## config.mk

```make
export PLATFORM = sky130hd
export DESIGN_NAME = sd_sector_cache
export DESIGN_NICKNAME = d
export VERILOG_FILES = /design/src/rtl/sd_cache_pkg.sv /design/src/rtl/sd_cache_ram.sv /design/src/rtl/sd_sector_cache.sv
export SDC_FILE = /design/constraint.sdc
export NUM_CORES = 2
export LEC_CHECK = 0
export ABC_CLOCK_PERIOD_IN_PS = 7040
export CORE_MARGIN = 3
export CORE_UTILIZATION = 40
export CTS_BUF_LIST = sky130_fd_sc_hd__clkbuf_16
export CTS_CLUSTER_SIZE = 12
export DETAILED_ROUTE_END_ITERATION = 6
export PLACE_DENSITY = 0.54
export SKIP_CTS_REPAIR_TIMING = 1
export SYNTH_ARGS = -nofsm -noshare
export SYNTH_HDL_FRONTEND = slang
export SYNTH_SLANG_ARGS = --single-unit
```

## constraint.sdc

```tcl
create_clock -name clk400 -period 7.04 [get_ports clk400]
set_input_delay 1.056 -clock clk400 [delete_from_list [all_inputs] [get_ports clk400]]
set_output_delay 1.056 -clock clk400 [all_outputs]
set_load 0.1 [all_outputs]
```

## src/rtl/sd_cache_pkg.sv

```systemverilog
// Shared types and sizing for the SD sector cache.
// Optional build macro SD_CACHE_CHECKSUM_EN is consumed by sd_sector_cache.
package sd_cache_pkg;
    localparam int SD_DEPTH = 256;
    localparam int SD_AW    = 8;
    localparam int SD_DW    = 16;

    typedef enum logic [1:0] {
        EMPTY   = 2'd0,
        FILLING = 2'd1,
        READY   = 2'd2
    } cache_state_t;
endpackage

```

## src/rtl/sd_cache_ram.sv

```systemverilog
// Simple dual-port sector RAM: synchronous write, registered read with enable.
// The read register holds its value between enabled reads.
module sd_cache_ram #(
    parameter int DEPTH = 256,
    parameter int AW    = 8,
    parameter int DW    = 16
) (
    input  logic          clk400,
    input  logic          reset_n,
    input  logic          we,
    input  logic [AW-1:0] waddr,
    input  logic [DW-1:0] wdata,
    input  logic          re,
    input  logic [AW-1:0] raddr,
    output logic [DW-1:0] rdata
);
    logic [DW-1:0] mem [DEPTH];

    // Storage is never reset; only the cache FSM gates what is visible.
    always_ff @(posedge clk400) begin
        if (we) begin
            mem[waddr] <= wdata;
        end
    end

    always_ff @(posedge clk400 or negedge reset_n) begin
        if (!reset_n) begin
            rdata <= '0;
        end else if (re) begin
            rdata <= mem[raddr];
        end
    end
endmodule

```

## src/rtl/sd_sector_cache.sv

```systemverilog
// Sector buffer between the SD reader and the processor: fill FSM, read port, overflow flag.
// Define SD_CACHE_CHECKSUM_EN to add the running per-sector checksum output.
module sd_sector_cache
    import sd_cache_pkg::*;
#(
    parameter int DEPTH = SD_DEPTH,
    parameter int AW    = SD_AW,
    parameter int DW    = SD_DW
) (
    input  logic          clk400,
    input  logic          reset_n,
    input  logic [AW-1:0] casheAddress,
    input  logic [DW-1:0] casheValue,
    input  logic          writeCashe,
    // "release" is a reserved word in SystemVerilog, hence the longer name.
    input  logic          releaseSector,
    input  logic          rdReq,
    input  logic [AW-1:0] rdAddr,
    output logic [DW-1:0] rdData,
    output logic          rdValid,
    output logic          rdErr,
    output logic          sectorReady,
    output logic          overflow,
    output logic [AW:0]   fillCount,
`ifdef SD_CACHE_CHECKSUM_EN
    output logic [DW-1:0] checksum,
`endif
    output cache_state_t  cacheState
);
    // Read handshake: rdReq is a single-cycle request accepted every cycle;
    // exactly one cycle later rdValid pulses, with rdErr set when the request
    // was made outside READY (rdData is then forced to zero).
    cache_state_t  state;
    logic          wr_accept;
    logic          rd_hit;
    logic          zero_data;
    logic [DW-1:0] ram_q;

    always_comb begin
        wr_accept = 1'b0;
        if (writeCashe) begin
            wr_accept = (state == EMPTY) || ((state == FILLING) && !releaseSector);
        end
        rd_hit = rdReq && (state == READY);
    end

    sd_cache_ram #(
        .DEPTH (DEPTH),
        .AW    (AW),
        .DW    (DW)
    ) u_ram (
        .clk400  (clk400),
        .reset_n (reset_n),
        .we      (wr_accept),
        .waddr   (casheAddress),
        .wdata   (casheValue),
        .re      (rd_hit),
        .raddr   (rdAddr),
        .rdata   (ram_q)
    );

    always_ff @(posedge clk400 or negedge reset_n) begin
        if (!reset_n) begin
            state       <= EMPTY;
            sectorReady <= 1'b0;
            overflow    <= 1'b0;
            fillCount   <= '0;
            rdValid     <= 1'b0;
            rdErr       <= 1'b0;
            zero_data   <= 1'b0;
        end else begin
            rdValid <= rdReq;
            rdErr   <= rdReq && (state != READY);
            if (rdReq) begin
                zero_data <= (state != READY);
            end
            case (state)
                EMPTY: begin
                    if (writeCashe) begin
                        fillCount <= {{AW{1'b0}}, 1'b1};
                        state     <= FILLING;
                    end
                end
                FILLING: begin
                    if (releaseSector) begin
                        fillCount <= '0;
                        state     <= EMPTY;
                    end else if (writeCashe) begin
                        fillCount <= fillCount + 1'b1;
                        if (fillCount == (AW+1)'(DEPTH - 1)) begin
                            state       <= READY;
                            sectorReady <= 1'b1;
                        end
                    end
                end
                READY: begin
                    if (releaseSector) begin
                        fillCount   <= '0;
                        overflow    <= 1'b0;
                        sectorReady <= 1'b0;
                        state       <= EMPTY;
                    end else if (writeCashe) begin
                        overflow <= 1'b1;
                    end
                end
                default: begin
                    state       <= EMPTY;
                    sectorReady <= 1'b0;
                end
            endcase
        end
    end

`ifdef SD_CACHE_CHECKSUM_EN
    always_ff @(posedge clk400 or negedge reset_n) begin
        if (!reset_n) begin
            checksum <= '0;
        end else if (releaseSector && (state != EMPTY)) begin
            checksum <= '0;
        end else if (wr_accept) begin
            checksum <= checksum + casheValue;
        end
    end
`endif

    assign rdData     = zero_data ? '0 : ram_q;
    assign cacheState = state;
endmodule

```

==> results.txt <==
The tools report the startpoint class of the critical path as an input pin. The fraction of registers with async set or reset after synthesis came out at 0.7752%. The H-tree generated during clock tree synthesis spans 5 levels. The detailed router finished its first iteration with 12.34k violations.

The number of nets at the end of the flow is 7972. At the pin with the least slew margin, the transition time is 1.478 ns. The run gives 33.07k as the number of fillers in the final layout. Walking the worst path, the cells encountered are clkdlybuf4s50_1, buf_4, nor3b_2, nand2_1, o21ai_0, a211oi_1, nand3_1, nor4_1, a221o_1.

For this run, the leading register cell type out of synthesis is sky130_fd_sc_hd__edfxtp_1. I/O pin count: 68. The checks that failed: max-capacitance violations. Of all nets on the critical path, the largest fanout is 15. In this run the vertical extent of the chip is 638.9 um. The effective utilization at floorplan was 40.32%; the final critical-path share of the clock period was 71.95%.

The core area is 0.3974 mm^2, and the clock latency of the later-clocked register in the worst-skew pair is 1.00 ns. Setup repair after global routing left no endpoint under its margin. Summed over all failing endpoints, the final setup total negative slack is 0 ns. The overall routed net length came out at 500500 um.

The endpoint required time on the critical path is 7.95 ns. The via count normalized by instance count works out to 6.073. The clock network is responsible for 41.4% of the overall power. The number of enable-type register cells in the synthesized netlist was 4096. In this design, the stage delay of the slowest critical-path cell is 1.34 ns.

For the number of warnings printed during yosys synthesis, the log shows 0. The mean post-synth cell area is 21.39 um^2, and the first-pass GRT wire length is 684100 um. Synthesis produced 7490 cells. Summing the sequential cell areas from Yosys gives 77.26% of the chip area.

STA classifies the critical path endpoint as a flip-flop. The congestion estimate from routability-driven global placement came to 0.8858. The tools report the die outline area as 0.4082 mm^2.

The flow ran to the end, but the final reports show violations. Synthesis produced a netlist with a net count of 7533. In this run, synthesis produced a sequential element count of 4128. On the final layout, the worst clock skew is 0.07017 ns.

The clock passes through at most 4 buffers. Before CTS, the worst setup slack after placement is 1.180 ns. Counting every sink on the clock net gives 4128. First-pass iteration count of the detailed router: 6. Number of distinct library cells after synthesis: 79.

The slack of the critical path is 1.974 ns. TritonCTS built the clock tree. Setup violations remaining at the end of the flow were counted as 0. In this run the cell area measured after placement is 0.1680 mm^2. The largest net degree at the start of global routing was 177. The run gives 0 as the number of failing hold endpoints at the final stage.

The startpoint identified for the worst register-to-register timing path is cacheState[1]$_DFFE_PN0P_. The cell family contributing the most delay on the critical path is simple AND/OR/NAND/NOR gates. The critical path runs through a total of 9 cells.

The detailed router placed 82.17k vias in this run. Peak clock frequency supported by timing: 0.1974 GHz. The mapped netlist covers 0.1602 mm^2.

The tools report the data arrival time of the critical path as 5.98 ns. In this run the critical register-to-register path is captured at u_ram.mem[241][3]$_DFFE_PP_. The run gives 24.17% as the overall track demand over capacity in global routing. Clock-pin slew was measured on the worst setup and hold paths at 0.06 ns.

In this run switching power makes up 22.53% of total power. Sequential cells burn 53.1% of the power. Class of the tightest hold or removal check: input pin to asynchronous set/reset pin. In this run the power spent charging and discharging nets is 11490 uW.

The tools report the via count of the first global-routing pass as 80.57k. The tools report the number of rows created at floorplan as 231. Cells with a size suffix above 1 make up 22.43% of the layout. In this run the tool buffered the top-level ports with 67 buffer cells. The critical path buffer and inverter count was 2; the normalized max-slew margin was 0.5403%. The depth of the most critical reg-to-reg path is 10. Number of buffers created by CTS: 433.

The post-route standard cell area excluding fillers was 0.1810 mm^2; the power density normalized to cell area was 281.7 mW/mm^2. The worst register-to-register path has a setup slack of 2.49 ns. For this design the static power due to leakage is 0.05737 uW. Number of max-slew violations in the final report: 0.

The width of the chip was 638.9 um. The worst supply voltage drop on vdd is 193.3 uV, and the number of DRC violations after detailed routing is 0. The number of nets still failing antenna checks after routing is 0, and the signed area change from the synthesized netlist to the final layout is 12.95%.

The library cell contributing the largest single delay on the critical path was sky130_fd_sc_hd__clkdlybuf4s50_1. For the number of max-capacitance violations reported, the log shows 1. Global routing finished with a remaining overflow of 0. The HPWL reported at the end of detailed placement is 310800 um, and the final critical delay including setup and external delays is 5.066 ns.

The logs give 46 for the initial antenna violation count and 5.5% for the combinational cell fraction of total power. In this run the clock root is driven by a sky130_fd_sc_hd__clkbuf_16. The detail-routed net length per standard cell came out at 36.98 um.

Cell internal power was estimated by the tool at 39500 uW. Category of the most critical setup path: input pin to flip-flop.
[worst register-to-register path: stages, from the launching register on]
cell and delay, ns:
sky130_fd_sc_hd__dfrtp_1 0.43, sky130_fd_sc_hd__inv_1 0.10, sky130_fd_sc_hd__ha_1 0.24, sky130_fd_sc_hd__nor2b_1 0.25, sky130_fd_sc_hd__nor2_1 0.26, sky130_fd_sc_hd__nor2_1 0.33
sky130_fd_sc_hd__nand2_1 0.13, sky130_fd_sc_hd__nor2_1 0.35, sky130_fd_sc_hd__nand2_1 0.72, sky130_fd_sc_hd__buf_4 0.51, sky130_fd_sc_hd__nor2_2 0.84
[area by class of cell]
cell class	count	area (um^2)	share of cell area [%]
clock buffer	435	10890	6.015
timing repair buffer	427	3959	2.187
sequential	4128	123800	68.40
antenna	21	52.55	0.02904
tap	5242	6559	3.624
inverter	7	36.28	0.02005
clock inverter	340	2016	1.114
multi-input combinational	2932	33680	18.61
[cell usage after synthesis (18+ instances only)]
library cell / n / area [um^2]
sky130_fd_sc_hd__edfxtp_1: 4096 / 123000
sky130_fd_sc_hd__mux4_2: 728 / 16400
sky130_fd_sc_hd__mux2i_1: 476 / 4765
sky130_fd_sc_hd__nor2_1: 353 / 1325
sky130_fd_sc_hd__nand2_1: 253 / 949.7
sky130_fd_sc_hd__o22ai_1: 144 / 900.9
sky130_fd_sc_hd__buf_2: 126 / 630.6
sky130_fd_sc_hd__mux4_1: 109 / 2864
sky130_fd_sc_hd__clkbuf_1: 102 / 382.9
sky130_fd_sc_hd__a21oi_1: 100 / 500.5
sky130_fd_sc_hd__a22oi_1: 95 / 713.2
sky130_fd_sc_hd__o21ai_0: 89 / 445.4
sky130_fd_sc_hd__o221ai_1: 84 / 735.7
sky130_fd_sc_hd__nand3_1: 71 / 355.3
sky130_fd_sc_hd__a211oi_1: 55 / 412.9
sky130_fd_sc_hd__buf_6: 55 / 619.3
sky130_fd_sc_hd__buf_8: 54 / 810.8
sky130_fd_sc_hd__buf_4: 45 / 337.8
sky130_fd_sc_hd__nor3_1: 43 / 215.2
sky130_fd_sc_hd__a31oi_1: 39 / 244.0
sky130_fd_sc_hd__nor2b_1: 35 / 219.0
sky130_fd_sc_hd__dfrtp_1: 32 / 800.8
sky130_fd_sc_hd__nand4_1: 24 / 150.1
sky130_fd_sc_hd__a2111oi_0: 21 / 183.9
sky130_fd_sc_hd__nor4_1: 19 / 118.9
sky130_fd_sc_hd__clkbuf_8: 18 / 247.7
[registers in the layout, indices dropped and copies added (netlist names)]
signal and flops:
u_ram.rdata 16, cacheState 2, rdValid 1, rdErr 1
fillCount 9, zero_data 1, u_ram.mem 4096, sectorReady 1
overflow 1
[worst max-delay path by stage]
stage / start / endpoint
finish: rdAddr[5] / u_ram.rdata[6]$_DFFE_PN0P_
global route: zero_data$_DFFE_PN0P_ / rdData[11]
CTS: zero_data$_DFFE_PN0P_ / rdData[8]
detailed placement: rdAddr[5] / u_ram.rdata[6]$_DFFE_PN0P_
global placement: rdAddr[5] / u_ram.rdata[1]$_DFFE_PN0P_
floorplan: cacheState[0]$_DFFE_PN0P_ / u_ram.mem[220][0]$_DFFE_PP_
[cells in the final DEF (no fill, tap or decap), drive strengths merged, types with 39 or more instances in the layout]
cell type      netlist  final
inv                  6    155
buf                298    382
o21ai               90     90
mux2i              476    476
nand3               72     72
clkbuf             123    435
o221ai              86     86
nor3                43     43
a211oi              55     55
a31oi               39     39
a22oi               95     95
o22ai              144    144
nand2              254    254
edfxtp            4096   4096
a21oi              100    100
clkdlybuf4s50        0     45
clkinv               1    176
mux4               837    837
nor2               353    353
[per-layer routing]
metal	global-route usage (%)	up-vias	wire [um]
met2	37.82	4498	234700
met4	9.983	8	22420
met1	33.65	44380	198600
met3	4.163	805	44770
met5	0	-	46
li1	-	32480	-
[power groups by stage]
stage,clock [uW],sequential [uW],combinational [uW]
5_1_grt,22400,27100,2880
3_5_place_dp,0,27600,2800
2_1_floorplan,0,27700,1310
3_3_place_gp,0,27600,2780
6_report,21100,27100,2800
4_1_cts,21400,27100,2800
[cell families after synthesis]
group / after synthesis / share of synthesized area, %
adder cells (fa/ha/maj): 6 / 0.04685
AO/OA/AOI/OAI: 737 / 3.185
buffers and inverters: 430 / 2.055
multiplexers: 1327 / 15.09
flip-flops: 4128 / 77.26
AND/OR/NAND/NOR: 862 / 2.360
[metrics by stage]
stage                     hold WS (ns)  instances  total power (uW)  utilization, %
after floorplan                 0.4479       7490             28960               -
after global placement          0.4954      12730             30380           42.28
after detailed placement        0.4916      12740             30400           42.28
after CTS                       0.2086      13510             51260           45.53
after global routing            0.2758      13520             52350           45.53
final                           0.2549      13530             50990           45.54
Note: power is estimated with default switching activity, not from simulation.
